[src/rtl/serial_add8.sv]
// Bit-serial adder: s = a + b + ci, one bit per clock, LSB first, through a single
// full-add cell and a carry flop, with a start/busy/done handshake.
module serial_add8 #(
  parameter int WIDTH = 8
) (
  input  logic             clk,
  input  logic             rst_n,
  input  logic             start,
  input  logic [WIDTH-1:0] a,
  input  logic [WIDTH-1:0] b,
  input  logic             ci,
  output logic             busy,
  output logic             done,
  output logic [WIDTH-1:0] s,
  output logic             co
);

  localparam int CW = (WIDTH > 1) ? $clog2(WIDTH) : 1;

  typedef enum logic [1:0] {IDLE, RUN, DONE} state_t;

  state_t           state_q, state_d;
  logic [WIDTH-1:0] a_sr_q, a_sr_d;
  logic [WIDTH-1:0] b_sr_q, b_sr_d;
  logic [WIDTH-1:0] sum_sr_q, sum_sr_d;
  logic             carry_q, carry_d;
  logic [CW-1:0]    cnt_q, cnt_d;
  logic [WIDTH-1:0] s_q, s_d;
  logic             co_q, co_d;
  logic             bit_sum, bit_carry, load;

  always_comb begin
    state_d  = state_q;
    a_sr_d   = a_sr_q;
    b_sr_d   = b_sr_q;
    sum_sr_d = sum_sr_q;
    carry_d  = carry_q;
    cnt_d    = cnt_q;
    s_d      = s_q;
    co_d     = co_q;

    bit_sum   = a_sr_q[0] ^ b_sr_q[0] ^ carry_q;
    bit_carry = (a_sr_q[0] & b_sr_q[0]) | (a_sr_q[0] & carry_q) | (b_sr_q[0] & carry_q);
    // The DONE cycle can take a back-to-back start so a held start yields one result per WIDTH+1 cycles.
    load      = start && ((state_q == IDLE) || (state_q == DONE));

    case (state_q)
      IDLE: state_d = IDLE;
      RUN: begin
        a_sr_d   = a_sr_q >> 1;
        b_sr_d   = b_sr_q >> 1;
        sum_sr_d = {bit_sum, sum_sr_q[WIDTH-1:1]};
        carry_d  = bit_carry;
        cnt_d    = cnt_q + CW'(1);
        if (cnt_q == CW'(WIDTH - 1)) begin
          s_d     = {bit_sum, sum_sr_q[WIDTH-1:1]};
          co_d    = bit_carry;
          state_d = DONE;
        end
      end
      DONE:    state_d = IDLE;
      default: state_d = IDLE;
    endcase

    if (load) begin
      a_sr_d  = a;
      b_sr_d  = b;
      carry_d = ci;
      cnt_d   = '0;
      state_d = RUN;
    end
  end

  always_ff @(posedge clk or negedge rst_n) begin
    if (!rst_n) begin
      state_q  <= IDLE;
      a_sr_q   <= '0;
      b_sr_q   <= '0;
      sum_sr_q <= '0;
      carry_q  <= 1'b0;
      cnt_q    <= '0;
      s_q      <= '0;
      co_q     <= 1'b0;
    end else begin
      state_q  <= state_d;
      a_sr_q   <= a_sr_d;
      b_sr_q   <= b_sr_d;
      sum_sr_q <= sum_sr_d;
      carry_q  <= carry_d;
      cnt_q    <= cnt_d;
      s_q      <= s_d;
      co_q     <= co_d;
    end
  end

  assign busy = (state_q != IDLE);
  assign done = (state_q == DONE);
  assign s    = s_q;
  assign co   = co_q;

endmodule
[config.mk]
export PLATFORM = sky130hd
export DESIGN_NAME = serial_add8
export DESIGN_NICKNAME = d
export VERILOG_FILES = /design/src/rtl/serial_add8.sv
export SDC_FILE = /design/constraint.sdc
export NUM_CORES = 1
export LEC_CHECK = 0
export ABC_CLOCK_PERIOD_IN_PS = 1400
export CAP_MARGIN = 15
export CELL_PAD_IN_SITES_DETAIL_PLACEMENT = 1
export CELL_PAD_IN_SITES_GLOBAL_PLACEMENT = 1
export CORE_ASPECT_RATIO = 0.8
export CORE_MARGIN = 5
export CORE_UTILIZATION = 37
export CTS_CLUSTER_SIZE = 24
export DETAILED_ROUTE_END_ITERATION = 7
export HOLD_SLACK_MARGIN = 0.06
export PLACE_DENSITY_LB_ADDON = 0.3
export SETUP_SLACK_MARGIN = 0.05
export SLEW_MARGIN = 20
export SYNTH_ARGS = -nofsm -noshare
export SYNTH_HDL_FRONTEND = slang
export SYNTH_SLANG_ARGS = --single-unit
[constraint.sdc]
create_clock -name clk -period 1.4 [get_ports clk]
set_input_delay 0.21 -clock clk [delete_from_list [all_inputs] [get_ports clk]]
set_output_delay 0.21 -clock clk [all_outputs]
set_load 0.02 [all_outputs]
# == Word-level counts from Yosys, hierarchy flattened ==
# Index checks and enable logic that the tools add are counted.
# word_totals
wordCells,37
in_bits,20
ff_bits,39
# classes
reduce_logical,6
n_eq_ne,4
add_sub_neg,1
mux,11
bitwise,7
# ops
cell,count
two-way mux 8 bit,4
two-way mux 2 bit,3
two-way mux 3 bit,2
nonzero test 2 bit,2
adder 3 x 1 -> 3 bit (second input constant),1
AND 1 bit,3
== test 3 bit (second input constant),1
!= test 3 bit (second input constant),1
== test 2 x 1 -> 1 bit (second input constant),1
== test 2 bit (second input constant),1
zero test 2 bit,1
two-way mux 1 bit,2
OR 1 bit,2
AND reduction 2 bit,1
XOR 1 bit,2
logical AND 1 bit,1
logical OR 1 bit,1

# == Logic depth before layout (Yosys ltp) ==
# Gate-level depths: netlist of run 1.
# depth
depth_word,5
depth_mapped,5
ltp_nobuf,4

# == Least setup slack after synthesis of run 1 ==
# Ideal clock, no wire load.
# synth_path
path_type,register to register
startpoint,register cnt_q[0]
endpoint,register cnt_q[2]
period_less_slack_ps,1423
path_stages_with_launch,5
required_time_ps,1279
arrival_time_ps,1302
path_buffers,0
setup_time_ps,121
slack_ps,-23
path_cell_list,dfrtp_1 -> ha_1 -> ha_1 -> mux2_1 -> a22o_1
# synth_via
elab_chain_cells,3
# synth_lines
element,line,text
from (decl),27,"logic [CW-1:0] cnt_q, cnt_d;"
from (signal assigned),90,cnt_q <= cnt_d;
adder 3 x 1 -> 3 bit,54,cnt_d = cnt_q + CW'(1);
two-way mux 3 bit,47,case (state_q)
two-way mux 3 bit,65,if (load) begin
# No other way between the ends. The select of a mux whose other input is x is not followed.
# A chain may end at the register's enable or synchronous reset.

# == Worst setup path in the final report of run 1 ==
# Same ends and word-level chain as after synthesis.

==> results.py, run 1 <==
metrics = {
    "status": {
        "status": "finished, final reports clean",
    },
    "power_and_ir_drop": {
        "p_per_area_mw_per_mm2": 2249,
        "combPwrFrac_pct": 45.2,
        "p_leak_nw": 1.192,
        "switching_share_pct": 35.24,
        "p_int_mw": 3.749,
        "switching_power_mw": 2.040,
        "vdd_drop_max_v": 0.001102,
        "seq_power_share_pct": 34.6,
        "p_clk_share_pct": 20.2,
    },
    "sta": {
        "post-route-period-util_pct": 98.16,
        "slew_violations": 0,
        "worstMarginPinSlew_ps": 463.5,
        "max-slew-margin-rel_pct": 69.10,
        "rsz0062_at_grt": "true",
        "final_hold_viol_count": 0,
        "finClkSkew_ps": 5.718,
        "layout_setup_ws_ps": 25.80,
        "setup_viol": 0,
        "final.min_clock_period_ps": 1374,
        "max_freq_mhz": 727.7,
    },
    "critical_path": {
        "r2r-start": "cnt_q[0]$_DFFE_PN0P_",
        "critPathLaunchType": "flop",
        "regToRegEndpoint": "cnt_q[2]$_DFFE_PN0P_",
        "worstRegToRegCells": 4,
        "crit_slowest_cell": "dfrtp_1",
        "slowest_delay_ps": 400,
        "worst-path-buf-inv": 0,
        "cp.required_ps": 1590,
        "path_cells": "ha_2 -> ha_4 -> mux2_4 -> a22o_1",
        "critPathCaptureType": "flop",
        "crit_type": "reg -> reg",
        "crit_fanout": 2,
        "crit_start": "cnt_q[0]$_DFFE_PN0P_",
        "critPathArrivalTime_ps": 1560,
        "critical_path.top_delay_family": "flip-flops",
        "ff2ff_setup_slack_ps": 30,
    },
    "floorplanning": {
        "rows": 23,
        "die_h_um": 73.04,
        "start_util_pct": 37.35,
        "die_w_um": 88.80,
        "core_mm2": 0.004921,
        "pin_count": 31,
        "design.die.area_mm2": 0.006486,
    },
    "grt": {
        "antenna_found_initial": 0,
        "track_usage_pct": 16.26,
        "grt_max_degree": 22,
        "grt_pass1_wl_mm": 7.831,
        "overflow": 0,
        "grt_pass1_vias": 1565,
    },
    "cts": {
        "ctsHtreeMaxLevel": 2,
        "clock_path_buffers": 2,
        "cts_buffers": 5,
        "numClockSinks": 38,
        "clkLatencyLatePin_ps": 300,
        "root_buffer": "clkbuf_8",
        "cts_tree": "done",
        "clk_pin_slew_worst_paths_ps": 80,
    },
    "placement": {
        "placed_cells": 256,
        "place_congestion": 0.7412,
        "io_buffers": 30,
        "dp_slack_ps": -66.80,
        "dp_hpwl_mm": 3.282,
    },
    "detailed_routing": {
        "antenna_left": 0,
        "viasPerCell": 5.098,
        "drt_wl_total_mm": 4.838,
        "remaining_drc_errors": 0,
        "wl_per_cell_um": 17.59,
        "drtIter0Drc": 48,
        "firstDrtPassIters": 4,
        "vias": 1402,
    },
    "finish": {
        "final_layout_size_suffix_gt1_share_pct": 27.23,
        "layoutNonFillerInstCount": 275,
        "fin_nets": 235,
        "seq_area_um2": 950.9,
        "nFillCells": 516,
        "layout_commonest_cell": "dfrtp_1",
        "mostFrequentLayoutCells": "38 x dfrtp_1, 21 x nand2_1, 18 x clkdlybuf4s50_1",
        "area_growth_pct": 40.03,
        "multi_input_area_um2": 852.1,
        "n_antenna_cell": 0,
    },
    "yosys": {
        "netlist_instances": 158,
        "avgSynthCellArea_um2": 11.63,
        "ys_seq_area_share_pct": 51.74,
        "synth-seq-cells": 38,
        "synth_cell_types": 30,
        "synth_nets": 181,
        "syn-cell-area_mm2": 0.001838,
        "yosys_warnings": 0,
    },
    "worst_hold_path": {
        "holdCritPathClass": "in -> async",
    },
    "flow_run": {
        "drv_cap": 0,
    },
}
-- power groups by stage --
stage / clock (mW) / sequential [mW] / combinational (mW)
floorplan: 0 / 2.06 / 1.48
global route: 1.24 / 2.09 / 2.86
CTS: 1.19 / 1.99 / 2.45
detailed placement: 0 / 2.02 / 2.42
global placement: 0 / 1.98 / 2.26
finish: 1.17 / 2.00 / 2.61
-- state kept, by name, indices dropped and copies added, names as in the netlist --
signal    count
co            1
sum_sr_q      7
state_q       2
a_sr_q        8
cnt_q         3
b_sr_q        8
s             8
carry_q       1
-- cell usage after synthesis (all sizes together) --
cell type	count	area, µm²
o21ai	4	20.02
nor2b	13	88.83
and3b	1	8.760
fa	1	20.02
a221o	1	10.01
inv	4	15.01
and2	1	8.760
nand3	3	15.01
o22ai	3	18.77
a211oi	11	82.58
or2	1	6.260
buf	7	58.80
nor2	1	3.750
ha	2	25.02
nand2b	2	20.02
dfrtp	38	950.9
mux2i	13	130.1
nand2	22	98.85
clkbuf	3	11.26
a21oi	14	70.07
mux2	11	157.7
a22o	2	17.52
-- what timing repair did --
action,4_1_cts,5_1_grt
endpoints found under the hold margin,17,0
resized for setup,19,12
setup endpoints to repair,25,16
buffers inserted,3,6
pin swaps,0,3
hold buffers,1,0
gates cloned,0,1
-- metrics by stage --
stage	setup TNS (ps)	total power [mW]	instance area [µm²]	hold WS (ps)	util (%)
6_report	0	5.789	2574	398.3	52.30
3_3_place_gp	-51.78	4.244	2305	176.3	46.83
3_5_place_dp	-561.0	4.437	2305	182.6	46.83
2_1_floorplan	0	3.546	1857	-85.59	-
5_1_grt	-91.42	6.188	2574	433.9	52.30
4_1_cts	-1.200	5.630	2479	405.2	50.37
-- kinds of logic (layout without fill, tap and decap cells) --
logic type      Yosys count  count (layout)  synth area share (%)
mux                      24              24                 15.66
compound gates           35              35                 11.91
buf+inv                  14              68                 4.628
fa+ha+maj                 3               3                 2.450
simple gates             44              45                 13.61
flops                    38              38                 51.74
-- final cells by class --
class	count	area share [%]
sequential	38	36.95
tap	62	3.014
clock buffer	6	3.209
inverter	4	0.5834
multi-input combinational	107	33.11
timing repair buffer	56	20.81
clock inverter	2	2.333
-- worst reg2reg max path, stage by stage (launching register included) --
cell and delay, ps:
dfrtp_1 400, ha_2 190, ha_4 210, mux2_4 260, a22o_1 200
-- worst max path at each step --
stage	endpoint	slack [ps]	cells after the start
4_1_cts	busy	-1	2
3_3_place_gp	b_sr_q[4]$_DFFE_PN0P_	-30	5
5_1_grt	cnt_q[2]$_DFFE_PN0P_	-20	4
2_1_floorplan	cnt_q[2]$_DFFE_PN0P_	70	4
3_5_place_dp	carry_q$_DFFE_PN0P_	-70	6
6_report	cnt_q[2]$_DFFE_PN0P_	30	4
-- metal layers --
layer  share of wire (%)  routed length (µm)  global-route usage, %  up-vias
met4                 3.5                 167                  8.893        0
met1                  43                2090                  19.45      717
li1                    -                   -                      -      657
met2                  52                2493                  27.68       17
met3                 1.8                  86                  2.709       11
met5                   0                   0                      0        -
No activity file was read; power rests on OpenSTA's default activity.
==> inputs of run 2 (changes only) <==
Settings changed: ABC_CLOCK_PERIOD_IN_PS 1400 to 1300, CORE_UTILIZATION 37 to 41.
Clock period 1.4 ns to 1.3 ns, I/O delays scaled along.
==> results.py, run 2 (synthesis gave the netlist of run 1 again) <==
metrics = {
    "floorplanning": {
        "core_mm2": 0.004257,
        "die_h_um": 69.89,
        "die_w_um": 84.86,
        "design.die.area_mm2": 0.005930,
        "rows": 21,
        "pin_count": 31,
        "start_util_pct": 43.18,
    },
    "grt": {
        "grt_max_degree": 39,
        "antenna_found_initial": 0,
        "overflow": 0,
        "grt_pass1_wl_mm": 7.976,
        "track_usage_pct": 16.84,
        "grt_pass1_vias": 1557,
    },
    "detailed_routing": {
        "viasPerCell": 5.322,
        "drtIter0Drc": 63,
        "wl_per_cell_um": 19.84,
        "firstDrtPassIters": 4,
        "remaining_drc_errors": 0,
        "drt_wl_total_mm": 5.356,
        "antenna_left": 0,
        "vias": 1437,
    },
    "sta": {
        "post-route-period-util_pct": 107.2,
        "max-slew-margin-rel_pct": 67.58,
        "final.min_clock_period_ps": 1393,
        "setup_viol": 12,
        "slew_violations": 0,
        "finClkSkew_ps": 7.008,
        "worstMarginPinSlew_ps": 486.3,
        "holdWs_ps": 475.8,
        "max_freq_mhz": 717.7,
        "layout_setup_ws_ps": -93.42,
        "final_hold_viol_count": 0,
        "rsz0062_at_grt": "true",
    },
    "power_and_ir_drop": {
        "seq_power_share_pct": 34.4,
        "switching_share_pct": 36.75,
        "vdd_drop_max_v": 0.001171,
        "p_clk_share_pct": 19.3,
        "p_int_mw": 4.073,
        "p_leak_nw": 1.188,
        "switching_power_mw": 2.367,
        "p_per_area_mw_per_mm2": 2480,
        "power_mw": 6.440,
        "combPwrFrac_pct": 46.2,
    },
    "cts": {
        "cts_tree": "done",
        "clk_pin_slew_worst_paths_ps": 80,
        "numClockSinks": 38,
        "ctsHtreeMaxLevel": 2,
        "clock_path_buffers": 2,
        "cts_buffers": 5,
        "root_buffer": "clkbuf_8",
        "clkLatencyLatePin_ps": 290,
    },
    "critical_path": {
        "path_cells": "buf_6 -> nor2b_4 -> nand2_4 -> mux2_4",
        "crit_fanout": 5,
        "critPathCaptureType": "flop",
        "crit_slowest_cell": "dfrtp_1",
        "critPathArrivalTime_ps": 1570,
        "worst-path-buf-inv": 1,
        "cp.required_ps": 1480,
        "critical_path.top_delay_family": "flip-flops",
        "critPathLaunchType": "flop",
        "crit_type": "reg -> reg",
        "slowest_delay_ps": 440,
    },
    "finish": {
        "final_layout_size_suffix_gt1_share_pct": 32.39,
        "mostFrequentLayoutCells": "38 x dfrtp_1, 18 x clkdlybuf4s50_1, 18 x buf_4",
        "nFillCells": 451,
        "layoutNonFillerInstCount": 270,
        "fin_nets": 235,
        "area_growth_pct": 41.25,
        "layout_commonest_cell": "dfrtp_1",
        "n_antenna_cell": 0,
    },
    "placement": {
        "place_congestion": 0.7190,
        "placed_cells": 252,
        "io_buffers": 30,
        "dp_hpwl_mm": 3.167,
        "dp_slack_ps": -237.4,
    },
    "status": {
        "status": "finished, violations left",
        "failed_checks": "setup timing",
    },
    "flow_run": {
        "drv_cap": 0,
    },
    "worst_hold_path": {
        "holdCritPathClass": "in -> async",
    },
}
[run 2: through the flow]
stage / area [µm²] / util [%] / TNS, ps
after CTS: 2452 / 57.61 / -963.7
after global placement: 2296 / 53.94 / -1571
final: 2596 / 60.99 / -990.1
after global routing: 2596 / 60.99 / -1635
after floorplan: 1863 / - / -27.61
after detailed placement: 2296 / 53.94 / -2656
[run 2: worst reg2reg max path, cell delays in order, from the launching register on]
cell and delay (ps):
dfrtp_1 440, buf_6 170, nor2b_4 250, nand2_4 130
mux2_4 310
[run 2: cell type report]
| cell class | count | area (µm²) | area share [%] |
|---|---|---|---|
| Sequential cell | 38 | 950.9 | 36.63 |
| Multi-Input combinational cell | 107 | 894.6 | 34.46 |
| Timing Repair Buffer | 56 | 521.8 | 20.10 |
| Clock buffer | 6 | 82.58 | 3.181 |
| Tap cell | 57 | 71.32 | 2.747 |
| Clock inverter | 2 | 60.06 | 2.313 |
| Inverter | 4 | 15.01 | 0.5783 |
[run 2: timing repair]
item | CTS | global route
pin swaps | 0 | 7
endpoints found under the setup margin | 28 | 28
cloned | 0 | 1
setup buffers | 2 | 6
resized for setup | 17 | 21
endpoints found under the hold margin | 38 | 0
hold buffers | 1 | 0
[run 2: routing by layer]
| layer | GRT usage, % | vias to the layer above | share of wire [%] |
|---|---|---|---|
| li1 | - | 658 | - |
| met2 | 27.63 | 27 | 51 |
| met5 | 0 | - | 0 |
| met4 | 5.975 | 0 | 2.2 |
| met3 | 3.760 | 12 | 3.1 |
| met1 | 21.84 | 740 | 43 |
[run 2: power groups by stage]
stage | Clock [mW] | Sequential (mW) | Combinational (mW)
after floorplan | 0 | 2.22 | 1.61
after global placement | 0 | 2.14 | 2.46
after detailed placement | 0 | 2.19 | 2.61
after CTS | 1.27 | 2.17 | 2.60
after global routing | 1.32 | 2.29 | 3.23
final | 1.24 | 2.22 | 2.98
[run 2: path summary, 6_finish.rpt]
path,startpoint,end,slack (ps),cells past startpoint
worst max-delay path,state_q[1]$_DFFE_PN0P_,co$_DFFE_PN0P_,-90,4
worst min-delay path,rst_n,a_sr_q[7]$_DFFE_PN0P_,480,3
worst max register to register,state_q[1]$_DFFE_PN0P_,co$_DFFE_PN0P_,-90,4
worst min register to register,s[6]$_DFFE_PN0P_,s[6]$_DFFE_PN0P_,510,1
max in group asynchronous,rst_n,b_sr_q[5]$_DFFE_PN0P_,470,3
min in group clk,s[6]$_DFFE_PN0P_,s[6]$_DFFE_PN0P_,510,1
==> inputs of run 3 (changes only) <==
Settings changed: SKIP_CTS_REPAIR_TIMING from default to 1.
==> results.py, run 3 (synthesis gave the netlist of run 1 again) <==
metrics = {
    "status": {
        "status": "finished, violations left",
        "failed_checks": "setup timing",
    },
    "placement": {
        "dp_hpwl_mm": 3.167,
        "dp_slack_ps": -237.4,
        "io_buffers": 30,
        "place_congestion": 0.7190,
    },
    "floorplanning": {
        "pin_count": 31,
        "design.die.area_mm2": 0.005930,
        "core_mm2": 0.004257,
        "start_util_pct": 43.18,
        "rows": 21,
        "die_h_um": 69.89,
        "die_w_um": 84.86,
    },
    "grt": {
        "antenna_found_initial": 0,
        "overflow": 0,
        "grt_pass1_wl_mm": 7.872,
        "grt_max_degree": 39,
        "track_usage_pct": 16.66,
        "grt_pass1_vias": 1552,
    },
    "detailed_routing": {
        "drtIter0Drc": 50,
        "drt_wl_total_mm": 5.634,
        "firstDrtPassIters": 4,
        "antenna_left": 0,
        "vias": 1449,
        "wl_per_cell_um": 21.02,
        "viasPerCell": 5.407,
        "remaining_drc_errors": 0,
    },
    "critical_path": {
        "crit_slowest_cell": "dfrtp_2",
        "critPathLaunchType": "flop",
        "critPathCaptureType": "flop",
        "critPathArrivalTime_ps": 1600,
        "crit_fanout": 5,
        "slowest_delay_ps": 450,
        "cp.required_ps": 1480,
        "crit_type": "reg -> reg",
        "path_cells": "buf_8 -> nor2b_4 -> nand2_4 -> mux2_4",
        "critical_path.top_delay_family": "flip-flops",
        "worst-path-buf-inv": 1,
    },
    "power_and_ir_drop": {
        "p_per_area_mw_per_mm2": 2508,
        "power_mw": 6.551,
        "p_leak_nw": 1.262,
        "vdd_drop_max_v": 0.001161,
    },
    "sta": {
        "layout_setup_ws_ps": -116.5,
        "rsz0062_at_grt": "true",
        "slew_violations": 0,
        "final_hold_viol_count": 0,
        "worstMarginPinSlew_ps": 484.4,
        "final.min_clock_period_ps": 1417,
        "setup_viol": 13,
        "max-slew-margin-rel_pct": 67.71,
        "max_freq_mhz": 706.0,
        "finClkSkew_ps": 5.793,
        "post-route-period-util_pct": 109.0,
    },
    "worst_hold_path": {
        "holdCritPathClass": "in -> async",
    },
    "cts": {
        "clkLatencyLatePin_ps": 290,
        "ctsHtreeMaxLevel": 2,
        "clk_pin_slew_worst_paths_ps": 80,
        "cts_tree": "done",
        "cts_buffers": 5,
        "numClockSinks": 38,
        "root_buffer": "clkbuf_8",
        "clock_path_buffers": 2,
    },
    "flow_run": {
        "drv_cap": 0,
    },
    "finish": {
        "layout_commonest_cell": "dfrtp_1",
        "area_growth_pct": 42.14,
        "final_util_pct": 61.38,
        "n_antenna_cell": 0,
        "final_layout_size_suffix_gt1_share_pct": 32.23,
        "fin_nets": 233,
        "mostFrequentLayoutCells": "36 x dfrtp_1, 18 x clkdlybuf4s50_1, 17 x nand2_1",
    },
}
-- run 3: path summary, 6_finish.rpt --
check,from,slack [ps],end,depth (start not counted)
worst max-delay path,state_q[1]$_DFFE_PN0P_,-120,co$_DFFE_PN0P_,4
min in group clk,sum_sr_q[1]$_DFFE_PN0P_,510,sum_sr_q[1]$_DFFE_PN0P_,2
worst max register to register,state_q[1]$_DFFE_PN0P_,-120,co$_DFFE_PN0P_,4
worst min-delay path,rst_n,480,a_sr_q[7]$_DFFE_PN0P_,3
worst min register to register,sum_sr_q[1]$_DFFE_PN0P_,510,sum_sr_q[1]$_DFFE_PN0P_,2
max in group asynchronous,rst_n,460,state_q[1]$_DFFE_PN0P_,3
-- run 3: tightest hold or removal path, delay by kind of cell --
family | cells | cell delay (ps)
buf+inv | 3 | 1010
-- run 3: layout make-up --
class	instances	area, µm²
clock inverter	2	60.06
clock buffer	6	82.58
fill	445	1644
sequential	38	953.4
tap	57	71.32
inverter	4	15.01
multi-input combinational	107	890.9
timing repair buffer	54	539.3
-- run 3: per-layer routing --
| layer | share of wire (%) | up-vias | GRT usage [%] |
|---|---|---|---|
| li1 | - | 651 | - |
| met2 | 53 | 41 | 27.19 |
| met1 | 41 | 743 | 21.55 |
| met5 | 0 | - | 0 |
| met4 | 1.6 | 0 | 6.327 |
| met3 | 4.2 | 14 | 3.760 |
-- run 3: where the power goes --
part	internal [mW]	switching [mW]	leakage [nW]
clock network	0.819	0.439	0.0714
logic	1.56	1.49	0.730
registers	1.75	0.495	0.461
total	4.13	2.42	1.26
-- run 3: metrics by stage --
step                      cell area (µm²)  setup TNS, ps  instances  hold slack [ps]
final                                2613          -1114        268            475.6
after global placement               2296          -1571        252            267.2
after detailed placement             2296          -2656        252            275.7
after floorplan                      1863         -27.61        158           -100.6
after global routing                 2613          -1808        268            523.2
after CTS                            2439          -3501        260           -37.29
==> variant 1: new RTL, flow settings as in run 2 <==
The 3 states of `state_t` get a one-hot encoding in 3 bits.
--- a/src/rtl/serial_add8.sv
+++ b/src/rtl/serial_add8.sv
@@ -17,7 +17,7 @@
 
   localparam int CW = (WIDTH > 1) ? $clog2(WIDTH) : 1;
 
-  typedef enum logic [1:0] {IDLE, RUN, DONE} state_t;
+  typedef enum logic [2:0] {IDLE = 3'b001, RUN = 3'b010, DONE = 3'b100} state_t;
 
   state_t           state_q, state_d;
   logic [WIDTH-1:0] a_sr_q, a_sr_d;
Function: no difference found for any inputs over 10 cycles, from zero or initial values and one cycle with rst_n low; not proved beyond that.
==> variant 1 against run 2 <==
The flow still finishes with violations (setup timing). Cell area shrank 6.5%. Sequential share of layout area grew 3.6 points. Sequential cell count grew 1. Total power shrank 23%. Synthesized cell count shrank 25%. Final cell count shrank 15%. Utilization grew 1.6 points. Largest power group unchanged. Worst setup slack lost 0.20 ns. Area after synthesis shrank 9.1%. Maximum frequency shrank 12%. Routed wire length shrank 18%.
==> variant 1: results (changes against run 2) <==
stage	metric	value	unit	change
worst_setup_path	path_max_fanout	7		was 5
placed_design	pre_cts_slack	-0.4216	ns	was -0.2374 ns
clock_network	clockBufferDepth	2		unchanged
grt	grt_pass1_wl	6741	um	was 7976 um
yosys	yosysUniqueCellTypes	27		was 30
finish	layout.cells.non_filler	229		was 270
grt	gr-usage-all-layers	0.1713		was 0.1684
pwr	switching_share	0.3260		was 0.3675
sta	setup_viol	40		was 12
grt	grt_use_met1	0.2097		was 0.2184
run_status	run_status	complete, but fails checks		unchanged
yosys	yosysSeqAreaShare	0.5850		was 0.5174
pwr	clkPwrFrac	0.159		was 0.193
yosys	ys_top_cells_by_area	dfrtp_1 57%, mux2_2 9.4%, and2_1 5.6%, a221o_1 5.4%, a221o_2 3.4%		was dfrtp_1 52%, mux2_4 7.4%, mux2i_1 7.1%, a211oi_1 4.5%, nand2_1 4.3%
pwr	p_leak	1.161	nW	was 1.188 nW
placed_design	dp_cells	209		was 252
yosys	syn_nets	141		was 181
sta	fin_ws	-0.2919	ns	was -0.09342 ns
worst_setup_path	cp_data_arrival_time	1.76	ns	was 1.57 ns
pwr	p_clk	0.000791	W	was 0.00124 W
route	via_per_inst	5.079		was 5.322
finish	drive_above_1_share	0.3908		was 0.3239
placed_design	gp_congestion	0.6750		was 0.7190
yosys	synth_cells	118		was 158
route	wl_met2	2249	um	was 2748 um
sta	tns	-7.654	ns	was -0.9901 ns
clock_network	cts_setup_buffers	6		was 2
grt	grt_max_degree	27		was 39
sta	skew	0.004762	ns	was 0.007008 ns
route	drt-initial-drc-count	47		was 63
run_status	violations	setup timing		unchanged
pwr	seq-power	0.00195	W	was 0.00222 W
route	wl_met3	195	um	was 165 um
placed_design	hpwl	2578	um	was 3167 um
route	met1_length	1885	um	was 2322 um
yosys	yosys-top-cells-count	38 x dfrtp_1, 15 x and2_1, 14 x mux2_2		was 38 x dfrtp_1, 21 x nand2_1, 14 x a21oi_1
[variant 1: cell types whose count changed after synthesis, moves of 4 or more]
cell      delta
and2_1      +15
mux2i_1     -11
a221o_1      +8
nand2_1     -20
a211oi_1    -11
o21ai_1      -4
a21oi_1     -14
mux2_2      +13
a221o_2      +5
nor2b_1     -12
mux2_4       -9
[variant 1: worst register-to-register path, cell delays in order, from the launching register on]
cell and delay, ns:
dfrtp_1 0.43, buf_6 0.15, xor2_4 0.19, and2_4 0.20
buf_4 0.15, a221o_2 0.35
[variant 1: path summary, 6_finish.rpt]
kind,from,end,slack [ns],cells after the start
worst min-delay path,rst_n,sum_sr_q[3],0.36,2
worst min register to register,s[0],s[0],0.49,1
max in group asynchronous,rst_n,a_sr_q[7],0.48,3
worst max-delay path,state_q[2],b_sr_q[0],-0.29,5
min in group clk,a[7],a_sr_q[7],0.48,3
worst max register to register,state_q[2],b_sr_q[0],-0.29,5
[variant 1: cells by family (layout without fill, tap and decap cells)]
| group | Yosys count | count (layout) | synth area share |
|---|---|---|---|
| flops | 39 | 39 | 0.5850 |
| fa+ha+maj | 3 | 3 | 0.02696 |
| xor+xnor | 2 | 2 | 0.01498 |
| mux | 20 | 20 | 0.1333 |
| buf+inv | 8 | 64 | 0.03370 |
| compound gates | 18 | 18 | 0.1034 |
| simple gates | 28 | 28 | 0.1026 |
[variant 1: layout make-up]
class / instances / area [um2]
clock inverters: 3 / 15.01
flip-flops and latches: 39 / 977.2
repair buffers: 55 / 555.5
multi-input cells: 71 / 739.5
inverters: 1 / 3.754
well taps: 55 / 68.82
fillers: 381 / 1450
clock buffers: 5 / 68.82
==> variant 2: new RTL, settings of run 2 <==
Without the edit above. `WIDTH`: 8 -> 4.
--- a/src/rtl/serial_add8.sv
+++ b/src/rtl/serial_add8.sv
@@ -1,7 +1,7 @@
 // Bit-serial adder: s = a + b + ci, one bit per clock, LSB first, through a single
 // full-add cell and a carry flop, with a start/busy/done handshake.
 module serial_add8 #(
-  parameter int WIDTH = 8
+  parameter int WIDTH = 4
 ) (
   input  logic             clk,
   input  logic             rst_n,
Interface: changed (resized a, b and s); port bits go from 31 to 19. The function was not compared with the original's and may differ.
==> variant 2 against run 2 <==
The flow still finishes with violations (setup timing). Utilization increased by 0.64 points. Count of clock-buffer cells in the layout down 3. Worst setup slack better by 0.079 ns. Die area is 42% lower. Sequential cell count fell by 17. Critical path depth rose by 1. Non-clock buffer count down 21. Cell area shrank 47%. Area after synthesis is 47% lower. Routed wire length down 58%. Total power down 46%. Final cell count decreased by 47%. Sequential power fell by 47%. Largest cell class unchanged.
==> variant 2: results (changes against run 2) <==
stage	metric	value	unit	change
run_status	violations	setup timing		unchanged
grt	gr-usage-all-layers	0.1516		was 0.1684
route	drt-initial-drc-count	14		was 63
worst_setup_path	path_max_fanout	6		was 5
clock_network	htree_num_levels	1		was 2
yosys	ys_async_sr_fraction	1.000		unchanged
finish	fin_nets	132		was 235
yosys	ys_top_cells_by_area	dfrtp_1 54%, mux2_4 7.7%, nand2_1 3.5%, nor2b_1 3.2%, mux2i_1 3.1%		was dfrtp_1 52%, mux2_4 7.4%, mux2i_1 7.1%, a211oi_1 4.5%, nand2_1 4.3%
pwr	p_int	0.002177	W	was 0.004073 W
yosys	yosys-top-cells-count	21 x dfrtp_1, 9 x nand2_1, 6 x nor2_1		was 38 x dfrtp_1, 21 x nand2_1, 14 x a21oi_1
clock_network	clk_pin_slew	0.13	ns	was 0.08 ns
sta	whs	0.2118	ns	was 0.4758 ns
yosys	yosysSeqAreaShare	0.5392		was 0.5174
grt	grt_max_degree	22		was 39
clock_network	clockBufferDepth	2		unchanged
worst_hold_path	hp-class	in -> async		unchanged
sta	skew	0.005956	ns	was 0.007008 ns
run_status	run_status	complete, but fails checks		unchanged
yosys	synth-main-ff-cell	dfrtp_1		unchanged
placed_design	portBuffers	18		was 30
route	routed_wirelength	2230	um	was 5356 um
pwr	peakVddDrop	0.001209	V	was 0.001171 V
grt	grt_pass1_vias	882		was 1557
finish	drive_above_1_share	0.3675		was 0.3239
route	vias	752		was 1437
finish	antennaDiodeCount	0		unchanged
finish	fillCellCount	233		was 451
sta	setup_viol	6		was 12
clock_network	cts-buffers-inserted	3		was 5
placed_design	hpwl	1488	um	was 3167 um
placed_design	gp_congestion	0.7412		was 0.7190
yosys	syn_nets	98		was 181
sta	worstMarginPinSlew	0.2777	ns	was 0.4863 ns
yosys	ys_warn_count	0		unchanged
worst_setup_path	cp_data_arrival_time	1.53	ns	was 1.57 ns
clock_network	root_buffer	clkbuf_4		was clkbuf_8
pwr	p_leak	0.6417	nW	was 1.188 nW
clock_network	insertion_delay	0.32	ns	was 0.29 ns
sta	fin_ws	-0.01397	ns	was -0.09342 ns
grt	antenna_found_initial	0		unchanged
finish	multi_input_area	451.7	um2	was 894.6 um2
grt	grt_pass1_wl	3939	um	was 7976 um
yosys	yosysUniqueCellTypes	25		was 30
placed_design	dpl_cell_area	1205	um2	was 2296 um2
route	drt_first_pass_iters	4		unchanged
## variant 2: metrics by stage
stage	setup WS [ns]	TNS (ns)	power (W)	cells
floorplan	0.04055	0	0.002241	84
global placement	-0.08666	-0.2790	0.002676	129
detailed placement	-0.1070	-0.5207	0.002758	129
CTS	-0.06507	-0.1046	0.003297	140
global route	-0.06375	-0.6638	0.003778	142
finish	-0.01397	-0.06494	0.003494	142
## variant 2: logic make-up (layout without fill, tap and decap cells)
group	Yosys count	count (layout)	share of synthesized area
compound gates	15	15	0.1014
simple gates	30	30	0.1605
flops	21	21	0.5391
buf+inv	7	40	0.04620
mux	9	9	0.1194
fa+ha+maj	2	2	0.03337
## variant 2: worst paths after layout
check | depth (start not counted) | from | to
hold / removal | 2 | rst_n | s[0]
setup reg to reg | 5 | state_q[0] | s[3]
setup / recovery | 5 | state_q[0] | s[3]
min in group clk | 2 | b[3] | b_sr_q[3]
hold reg to reg | 2 | sum_sr_q[1] | sum_sr_q[1]
max in group asynchronous | 2 | rst_n | cnt_q[1]
## variant 2: final cells by class
| cell class | instances | share of cell area |
|---|---|---|
| clock inverter | 1 | 0.003666 |
| sequential | 21 | 0.3850 |
| timing repair buffer | 35 | 0.2383 |
| clock buffer | 3 | 0.01650 |
| inverter | 1 | 0.002750 |
| multi-input combinational | 56 | 0.3309 |
| tap | 25 | 0.02291 |
## variant 2: repair_timing
action / 4_1_cts / 5_1_grt
endpoints found under the hold margin: 0 / 0
gates resized for setup: 23 / 16
pin swaps: 2 / 2
setup buffers: 7 / 2
endpoints found under the setup margin: 20 / 24
## variant 2: per-layer routing
metal	share of wire	vias to the layer above	routed length [um]	global-route usage
li1	-	357	-	-
met4	0.010	0	23	0.03158
met1	0.45	379	1003	0.1621
met3	0.035	4	77	0.04175
met2	0.50	12	1126	0.3031
met5	0	-	0	0
## variant 2: critical path, cell delays in order, from the launching register on
cell and delay [ns]:
dfrtp_1 0.42, buf_6 0.13, buf_8 0.11, nor2b_4 0.13, nand2_4 0.12, mux2_4 0.31
## variant 2: power by group through the flow
stage | Combinational, W | Clock, W | Sequential (W)
6_report | 0.00198 | 0.000331 | 0.00118
5_1_grt | 0.00218 | 0.000369 | 0.00123
4_1_cts | 0.00179 | 0.000336 | 0.00117
3_5_place_dp | 0.00157 | 0 | 0.00119
3_3_place_gp | 0.00151 | 0 | 0.00117
2_1_floorplan | 0.00100 | 0 | 0.00124
